$ cat src/rtl/mux_operando_ula_reg_pkg.sv
// Shared definitions for the registered ALU operand-B selector.
package pkg_ula_operandos;

  // Occupancy of the 2-entry output skid buffer.
  typedef enum logic [1:0] {
    VAZIO  = 2'd0,
    CHEIO1 = 2'd1,
    CHEIO2 = 2'd2
  } estado_t;

  // PC increment applied when the constant slot is selected.
  localparam int unsigned CONST_PC_INC = 4;

  // Slot indices of the existing ALU-B selector encoding.
  localparam int unsigned SEL_REGB    = 0;
  localparam int unsigned SEL_QUATRO  = 1;
  localparam int unsigned SEL_SIGNEXT = 2;
  localparam int unsigned SEL_SHIFT2  = 3;

endpackage

$ cat src/rtl/mux_operando_ula_reg_mux.sv
// Combinational N-to-1 selector with an out-of-range flag.
module mux_n_para_1 #(
  parameter int WIDTH        = 32,
  parameter int NUM_ENTRADAS = 4,
  parameter int SEL_W        = $clog2(NUM_ENTRADAS)
) (
  input  logic [SEL_W-1:0]              sel,
  input  logic [NUM_ENTRADAS*WIDTH-1:0] entradas,
  output logic [WIDTH-1:0]              dados,
  output logic                          fora_faixa
);

  // Pick the matching slot; no match means the selector is out of range.
  always_comb begin
    dados      = '0;
    fora_faixa = 1'b1;
    for (int unsigned i = 0; i < NUM_ENTRADAS; i++) begin
      if (sel == SEL_W'(i)) begin
        dados      = entradas[i*WIDTH +: WIDTH];
        fora_faixa = 1'b0;
      end
    end
  end

endmodule

$ cat src/rtl/mux_operando_ula_reg.sv
// Registered ALU operand-B selector with a 2-entry valid/ready skid buffer.
module mux_operando_ula_reg
  import pkg_ula_operandos::*;
#(
  parameter int              WIDTH        = 32,
  parameter int              NUM_ENTRADAS = 4,
  parameter int              SEL_W        = $clog2(NUM_ENTRADAS),
  parameter bit              CONST_EN     = 1'b1,
  parameter int unsigned     CONST_INDEX  = SEL_QUATRO,
  parameter longint unsigned CONST_VALOR  = CONST_PC_INC
) (
  input  logic                          clk,
  input  logic                          reset,
  input  logic [SEL_W-1:0]              seletor,
  input  logic [NUM_ENTRADAS*WIDTH-1:0] entradas,
  input  logic                          validoEntrada,
  output logic                          prontoEntrada,
  output logic [WIDTH-1:0]              dadosSaida,
  output logic                          erroSel,
  output logic                          validoSaida,
  input  logic                          prontoSaida
);

  localparam logic [WIDTH-1:0] CONST_W     = WIDTH'(CONST_VALOR);
  localparam logic [SEL_W-1:0] CONST_SEL   = SEL_W'(CONST_INDEX);
  localparam bit               CONST_ATIVO = CONST_EN && (CONST_INDEX < NUM_ENTRADAS);

  estado_t          estado, estado_prox;
  logic [WIDTH-1:0] dados_principal, dados_skid;
  logic             erro_principal, erro_skid;

  logic [WIDTH-1:0] dados_mux, dados_sel;
  logic             erro_mux;
  logic             aceita, pop;
  logic             carrega_principal, carrega_skid, move_skid;

  mux_n_para_1 #(
    .WIDTH        (WIDTH),
    .NUM_ENTRADAS (NUM_ENTRADAS),
    .SEL_W        (SEL_W)
  ) u_mux (
    .sel        (seletor),
    .entradas   (entradas),
    .dados      (dados_mux),
    .fora_faixa (erro_mux)
  );

  // Constant slot overrides the mux result when selected.
  always_comb begin
    dados_sel = dados_mux;
    if (CONST_ATIVO && (seletor == CONST_SEL)) dados_sel = CONST_W;
  end

  assign prontoEntrada = (estado != CHEIO2);
  assign validoSaida   = (estado != VAZIO);
  assign aceita        = validoEntrada & prontoEntrada;
  assign pop           = validoSaida & prontoSaida;
  assign dadosSaida    = dados_principal;
  assign erroSel       = erro_principal;

  // State register.
  always_ff @(posedge clk or posedge reset) begin
    if (reset) estado <= VAZIO;
    else       estado <= estado_prox;
  end

  // Next state and buffer load controls.
  always_comb begin
    estado_prox       = estado;
    carrega_principal = 1'b0;
    carrega_skid      = 1'b0;
    move_skid         = 1'b0;
    case (estado)
      VAZIO: begin
        if (aceita) begin
          estado_prox       = CHEIO1;
          carrega_principal = 1'b1;
        end
      end
      CHEIO1: begin
        if (aceita && !pop) begin
          estado_prox  = CHEIO2;
          carrega_skid = 1'b1;
        end else if (pop && !aceita) begin
          estado_prox = VAZIO;
        end else if (aceita && pop) begin
          carrega_principal = 1'b1;
        end
      end
      CHEIO2: begin
        if (pop) begin
          estado_prox = CHEIO1;
          move_skid   = 1'b1;
        end
      end
      default: estado_prox = VAZIO;
    endcase
  end

  // Main and skid data registers.
  always_ff @(posedge clk or posedge reset) begin
    if (reset) begin
      dados_principal <= '0;
      erro_principal  <= 1'b0;
      dados_skid      <= '0;
      erro_skid       <= 1'b0;
    end else begin
      if (carrega_principal) begin
        dados_principal <= dados_sel;
        erro_principal  <= erro_mux;
      end else if (move_skid) begin
        dados_principal <= dados_skid;
        erro_principal  <= erro_skid;
      end
      if (carrega_skid) begin
        dados_skid <= dados_sel;
        erro_skid  <= erro_mux;
      end
    end
  end

endmodule

$ cat config.mk
export PLATFORM = sky130hd
export DESIGN_NAME = mux_operando_ula_reg
export DESIGN_NICKNAME = d
export VERILOG_FILES = /design/src/rtl/mux_operando_ula_reg_pkg.sv /design/src/rtl/mux_operando_ula_reg_mux.sv /design/src/rtl/mux_operando_ula_reg.sv
export SDC_FILE = /design/constraint.sdc
export NUM_CORES = 1
export LEC_CHECK = 0
export CORE_MARGIN = 2
export CORE_UTILIZATION = 42
export CTS_BUF_LIST = sky130_fd_sc_hd__clkbuf_4 sky130_fd_sc_hd__clkbuf_8 sky130_fd_sc_hd__clkbuf_16
export DETAILED_ROUTE_END_ITERATION = 8
export PLACE_DENSITY = 0.86
export REMOVE_ABC_BUFFERS = 1
export SYNTH_ARGS = -nofsm -noshare
export SYNTH_HDL_FRONTEND = slang
export SYNTH_SLANG_ARGS = --single-unit
$ cat constraint.sdc
create_clock -name clk -period 2.6 [get_ports clk]
set_input_delay 0.26 -clock clk [delete_from_list [all_inputs] [get_ports clk]]
set_output_delay 0.26 -clock clk [all_outputs]
set_load 0.01 [all_outputs]
==> key figures, run 1 <==
Detailed routing
  – TritonRoute pass-1 iters: 5
  – 1st-iter DRT viols: 117
  – DRC viols: 0
  – Final Routed Wirelength: 9242 um
  – Via/cell ratio: 5.202
  – Post-DRT Antenna Nets: 0
  – Via count: 3043
  – Routed wire per std cell: 15.80 um

Global routing
  – Grt met1 use: 24.02%
  – Overall Global Routing Usage: 19.82%
  – Largest net degree at the start of global routing: 67
  – GR peak layer: met2
  – GR Layer Usage met3: 4.748%
  – Vias in the first global route: 3183
  – Initial antenna violation count: 0
  – GRT overflow: 0
  – Met2 usage: 35.26%
  – First-pass GRT wire length: 15250 um

Power
  – Clock network fraction of design power: 19.8%
  – Int Power: 3.121 mW
  – PwrDens: 895.4 nW/um2
  – Power share of the sequential group: 37.7%
  – Power share of the combinational group: 42.5%
  – Peak supply drop: 0.3895 mV
  – Sw frac: 33.91%
  – Psw: 1.601 mW
  – Leak: 2.256 nW

Synth
  – Synth Area in Compound Gates: 26.40%
  – Cell area after synthesis: 3640 um2
  – Synth area leaders: dfrtp_1 (47%), o221ai_2 (12%), mux2i_1 (8.5%), nand2_1 (6.9%), a2bb2oi_1 (6.7%)
  – Synth top area share: 46.75%
  – Mean area per synthesized cell: 10.58 um2
  – Largest family of logic cells by synthesized area: compound AO/OA/AOI/OAI gates
  – Synth Flop Type: dfrtp_1
  – Number of enable flip-flop cells after synthesis: 0
  – Synthesized flop and latch total: 68
  – Cell taking the most area after synthesis: dfrtp_1
  – Adder-Cell Fraction of Synth Area: 0.3438%
  – Xor/xnor share of the synthesized area: 0%
  – Mux contribution to synthesized area: 8.835%
  – Async S/R FF share, synth: 100.0%
  – Simple-gate area share of the yosys netlist: 9.041%
  – Cells after synthesis: 344
  – Post-synthesis sequential area ratio: 46.75%
  – Netlist cell types: 26
  – Synth Warn #: 0

Finish
  – Final instance area: 5274 um2
  – Nets: 610
  – Area Growth Syn to Fin: 44.90%
  – Area occupied by multi-input gates: 1624 um2
  – Share of layout cells above drive strength 1: 14.37%
  – Seq. cell area: 1702 um2
  – ANT cells: 0
  – Filler cells: 669

Critical path
  – CP cell instances: nand2b_1, and2_1, ha_1, nand3b_1, buf_4, o21ai_0
  – CP endpoint kind: flop
  – Worst reg2reg path depth: 6
  – WP buf/inv: 1
  – Crit path kind: reg -> reg
  – CP Depth: 6
  – CP top delay family: buffers and inverters
  – Max stage delay on crit path: 480 ps
  – Worst path required time: 2780 ps
  – Crit path launch type: flop
  – Critical Path AT: 2140 ps
  – Slowest stage cell, crit path: buf_4
  – CP max FO: 66

Timing
  – Least-Margin Pin Slew: 598.6 ps
  – Number of setup violations in the final report: 0
  – Fmax: 508.3 MHz
  – Clock Skew: 8.104 ps
  – Crit share post-route: 75.66%
  – Hold Fails Final Rpt: 0
  – Relative slew slack: 60.09%
  – Minimum clock period: 1967 ps
  – Final Max Tran Viols: 0
  – RSZ-0062 raised after global routing: false
  – Setup Total Neg Slack: 0 ps

Clock network
  – Clk_lat worst skew: 330 ps
  – CTS H-tree depth: 3
  – Num CTS Buffers: 9
  – Post-CTS sizing: 0
  – Clock sink count: 68
  – Max Root-Sink Buffers: 2
  – CTS tree: built
  – CTS root buf: clkbuf_8
  – Clk slew on worst S/H paths: 80 ps
  – CTS Hold Bufs: 0
  – # Post-CTS Setup Buffers: 0

Placement
  – Gpl congestion: 0.7511
  – HPWL reported at the end of detailed placement: 6871 um
  – Port Buf Inserts: 136
  – Placement Cell Area: 5059 um2

Floorplan
  – Row Count: 33
  – IO Pins: 169
  – Die Y: 97.09 um
  – Initial core utilization: 43.86%
  – DIE AREA: 9426 um2
  – Core box area: 8299 um2
  – Die W: 97.09 um

Worst hold path
  – Hold Path Class: in -> async

Run
  – Max-cap violations: 0

Outcome
  – Status: finished, final reports clean
==> logic make-up after synthesis <==
| group | Yosys count |
|---|---|
| compound gates | 101 |
| simple gates | 78 |
| flops | 68 |
| buf+inv | 64 |
| mux | 32 |
| fa+ha+maj | 1 |
==> flip-flops by register name, summed over array words and instances, names as in the netlist <==
| register | cells |
|---|---|
| dadosSaida | 32 |
| dados_skid | 32 |
| estado | 2 |
| erroSel | 1 |
| erro_skid | 1 |
==> final timing paths <==
path / from / to / slack [ps]
min in group clk: dados_skid[1] / dadosSaida[1] / 480
min reg2reg: dados_skid[1] / dadosSaida[1] / 480
max: estado[0] / dados_skid[5] / 630
min: reset / dados_skid[7] / 250
max in group asynchronous: reset / erroSel / 1640
max reg2reg: estado[0] / dados_skid[5] / 630
==> cell usage in the layout (no fill, tap or decap), drive strengths merged, types with 2 or more instances in the layout <==
cell type      synthesis  layout
clkdlybuf4s50          0     135
dfrtp                 68      68
nand2                 67      67
inv                   34      34
o21ai                 34      34
o221ai                32      32
mux2i                 31      31
a2bb2oi               31      31
buf                   19      15
clkbuf                11       9
clkinv                 0       4
and2                   3       3
nand2b                 2       2
or2                    2       2
nand3b                 2       2
o22ai                  2       2
bufinv                 0       2
==> Yosys cell counts (3+ instances only) <==
cell / count
a2bb2oi_1: 28
a2bb2oi_2: 3
and2_1: 3
buf_2: 8
buf_4: 5
buf_6: 6
clkbuf_1: 11
dfrtp_1: 68
inv_1: 34
mux2i_1: 31
nand2_1: 67
o21ai_0: 32
o221ai_1: 3
o221ai_2: 29
==> metrics by stage <==
step / total power, mW / utilization [%] / setup slack, ps / hold WS (ps) / std cells
2_1_floorplan: 2.805 / - / 59.31 / 368.9 / 314
3_3_place_gp: 3.709 / 60.95 / 664.6 / 461.1 / 569
3_5_place_dp: 3.818 / 60.95 / 565.4 / 464.8 / 569
4_1_cts: 4.768 / 63.55 / 646.5 / 254.4 / 585
5_1_grt: 5.033 / 63.55 / 473.8 / 267.3 / 585
6_report: 4.722 / 63.55 / 632.8 / 249.0 / 585
==> power by group through the flow <==
stage	combinational, mW	clock (mW)	sequential (mW)
3_3_place_gp	1.95	0	1.76
6_report	2.01	0.934	1.78
3_5_place_dp	2.03	0	1.79
4_1_cts	2.03	0.959	1.78
5_1_grt	2.19	1.01	1.84
2_1_floorplan	0.940	0	1.87
==> area by class of cell <==
cell class | count | area share [%]
flip-flops and latches | 68 | 32.27
multi-input cells | 212 | 30.79
repair buffers | 150 | 27.95
well taps | 105 | 2.491
inverters | 34 | 2.420
clock buffers | 9 | 2.349
clock inverters | 7 | 1.732
==> per-layer routing <==
metal | vias to the layer above | routed length [um]
met5 | - | 0
met4 | 0 | 74
met3 | 8 | 474
met2 | 91 | 4785
met1 | 1467 | 3907
li1 | 1477 | -
==> worst register-to-register path, delay by kind of cell (launching register included) <==
kind	cells	cell delay, ps
compound gates	1	260
fa+ha+maj	1	180
simple gates	3	460
flops	1	440
buf+inv	1	480
No activity file was read; power rests on OpenSTA's default activity.
==> run 2: changes to the inputs <==
==> constraint.sdc (replaced) <==
create_clock -name clk -period 2 [get_ports clk]
set_input_delay 0.2 -clock clk [delete_from_list [all_inputs] [get_ports clk]]
set_output_delay 0.2 -clock clk [all_outputs]
set_load 0.01 [all_outputs]
==> key figures, run 2 (synthesized netlist as in run 1, its figures left out) <==
Power
  – Leak: 2.265 nW (was 2.256 nW)
  – PwrDens: 1140 nW/um2 (was 895.4 nW/um2)
  – Total power: 6.031 mW (was 4.722 mW)
  – Peak supply drop: 0.4855 mV (was 0.3895 mV)

Timing
  – Number of setup violations in the final report: 0 (unchanged)
  – Crit share post-route: 88.94%
  – Hold Fails Final Rpt: 0 (unchanged)
  – Setup Total Neg Slack: 0 ps (unchanged)
  – Clock Skew: 6.122 ps (was 8.104 ps)
  – Fmax: 562.2 MHz
  – RSZ-0062 raised after global routing: false (unchanged)
  – Minimum clock period: 1779 ps
  – Final Max Tran Viols: 0 (unchanged)
  – Relative slew slack: 76.56% (was 60.09%)
  – Least-Margin Pin Slew: 351.6 ps (was 598.6 ps)

Global routing
  – Largest net degree at the start of global routing: 69 (was 67)
  – Overall Global Routing Usage: 19.91% (was 19.82%)
  – Initial antenna violation count: 0 (unchanged)
  – First-pass GRT wire length: 15290 um (was 15250 um)
  – GR Layer Usage met3: 4.748% (unchanged)
  – Met2 usage: 36.00% (was 35.26%)
  – GR peak layer: met2 (unchanged)
  – Grt met1 use: 23.05% (was 24.02%)
  – GRT overflow: 0 (unchanged)
  – Vias in the first global route: 3199 (was 3183)

Critical path
  – Slowest stage cell, crit path: clkdlybuf4s50_1 (was buf_4)
  – CP Depth: 2 (was 6)
  – Worst reg2reg path depth: 6 (unchanged)
  – Crit path kind: reg -> out (was reg -> reg)
  – WP buf/inv: 1 (unchanged)
  – Worst path required time: 1800 ps (was 2780 ps)
  – CP cell instances: or2_2, clkdlybuf4s50_1 (was nand2b_1, and2_1, ha_1, nand3b_1, buf_4, o21ai_0)
  – Critical Path AT: 1580 ps (was 2140 ps)
  – CP endpoint kind: output pin (was flop)
  – Crit path launch type: flop (unchanged)
  – CP top delay family: buffers and inverters (unchanged)
  – Max stage delay on crit path: 480 ps (about the same)
  – CP max FO: 7 (was 66)

Clock network
  – CTS root buf: clkbuf_8 (unchanged)
  – CTS H-tree depth: 3 (unchanged)
  – Post-CTS sizing: 0 (unchanged)
  – CTS tree: built (unchanged)
  – Max Root-Sink Buffers: 2 (unchanged)
  – Num CTS Buffers: 9 (unchanged)
  – Clock sink count: 68 (unchanged)
  – Clk_lat worst skew: 330 ps (about the same)
  – Clk slew on worst S/H paths: 70 ps (was 80 ps)
  – CTS Hold Bufs: 0 (unchanged)
  – # Post-CTS Setup Buffers: 0 (unchanged)

Detailed routing
  – Via/cell ratio: 5.205 (was 5.202)
  – Final Routed Wirelength: 9341 um (was 9242 um)
  – DRC viols: 0 (unchanged)
  – 1st-iter DRT viols: 75 (was 117)
  – Post-DRT Antenna Nets: 0 (unchanged)
  – Routed wire per std cell: 15.94 um (was 15.80 um)
  – Via count: 3050 (was 3043)
  – TritonRoute pass-1 iters: 4 (was 5)

Finish
  – Commonest non-fill, non-tap cell in the layout: clkdlybuf4s50_1 (unchanged)
  – Most frequent cells in the layout: clkdlybuf4s50_1 (135), dfrtp_1 (68), nand2_1 (67), inv_1 (33), o21ai_0 (32) (unchanged)
  – Seq. cell area: 1702 um2 (unchanged)
  – ANT cells: 0 (unchanged)
  – Area occupied by multi-input gates: 1624 um2 (unchanged)
  – Filler cells: 684 (was 669)
  – Area Growth Syn to Fin: 45.38% (was 44.90%)
  – Final core occ: 63.76% (was 63.55%)
  – Share of layout cells above drive strength 1: 14.55% (was 14.37%)
  – Final instance area: 5291 um2 (was 5274 um2)
  – Nets: 611 (was 610)

Floorplan
  – IO Pins: 169 (unchanged)
  – Die W: 97.09 um (unchanged)
  – Die Y: 97.09 um (unchanged)
  – DIE AREA: 9426 um2 (unchanged)
  – Row Count: 33 (unchanged)
  – Core box area: 8299 um2 (unchanged)
  – Initial core utilization: 43.86% (unchanged)

Placement
  – Placement Cell Area: 5104 um2 (was 5059 um2)
  – HPWL reported at the end of detailed placement: 6890 um (was 6871 um)
  – Gpl congestion: 0.7258 (was 0.7511)
  – Port Buf Inserts: 136 (unchanged)

Worst hold path
  – Hold Path Class: in -> async (unchanged)

Run
  – Max-cap violations: 0 (unchanged)

Outcome
  – Status: finished, final reports clean (unchanged)
[run 2: cell type report]
cell class	count	area share (%)
flip-flops and latches	68	32.16
multi-input cells	212	30.69
repair buffers	151	28.71
clock buffers	12	3.121
well taps	105	2.483
inverters	34	2.412
clock inverters	4	0.4256
[run 2: report_power, final]
group / internal, mW / switching [mW]
Combinational: 1.43 / 1.24
Sequential: 1.97 / 0.340
Clock: 0.545 / 0.500
[run 2: worst paths after layout]
| path | startpoint | to | slack [ps] |
|---|---|---|---|
| max | estado[0] | validoSaida | 220 |
| max reg2reg | estado[0] | dados_skid[21] | 310 |
| min in group clk | dados_skid[12] | dadosSaida[12] | 490 |
| max in group asynchronous | reset | dados_skid[6] | 1470 |
| min reg2reg | dados_skid[12] | dadosSaida[12] | 490 |
| min | reset | estado[0] | 250 |
[run 2: metal layers]
metal  routed length (um)  up-vias
met3                  579       13
met5                    0        -
met1                 3789     1454
met2                 4841      104
met4                  131        0
li1                     -     1479
[run 2: tightest hold or removal path, delay by kind of cell]
kind                   cells  cell delay (ps)
buffers and inverters      3              790
[run 2: metrics by stage]
stage / worst slack (ps) / instances / hold WS [ps]
after floorplan: -540.7 / 314 / 308.9
after global placement: 294.1 / 570 / 460.9
after detailed placement: 243.8 / 570 / 470.0
after CTS: 202.8 / 586 / 254.3
after global routing: 154.7 / 586 / 303.0
final: 221.1 / 586 / 251.1
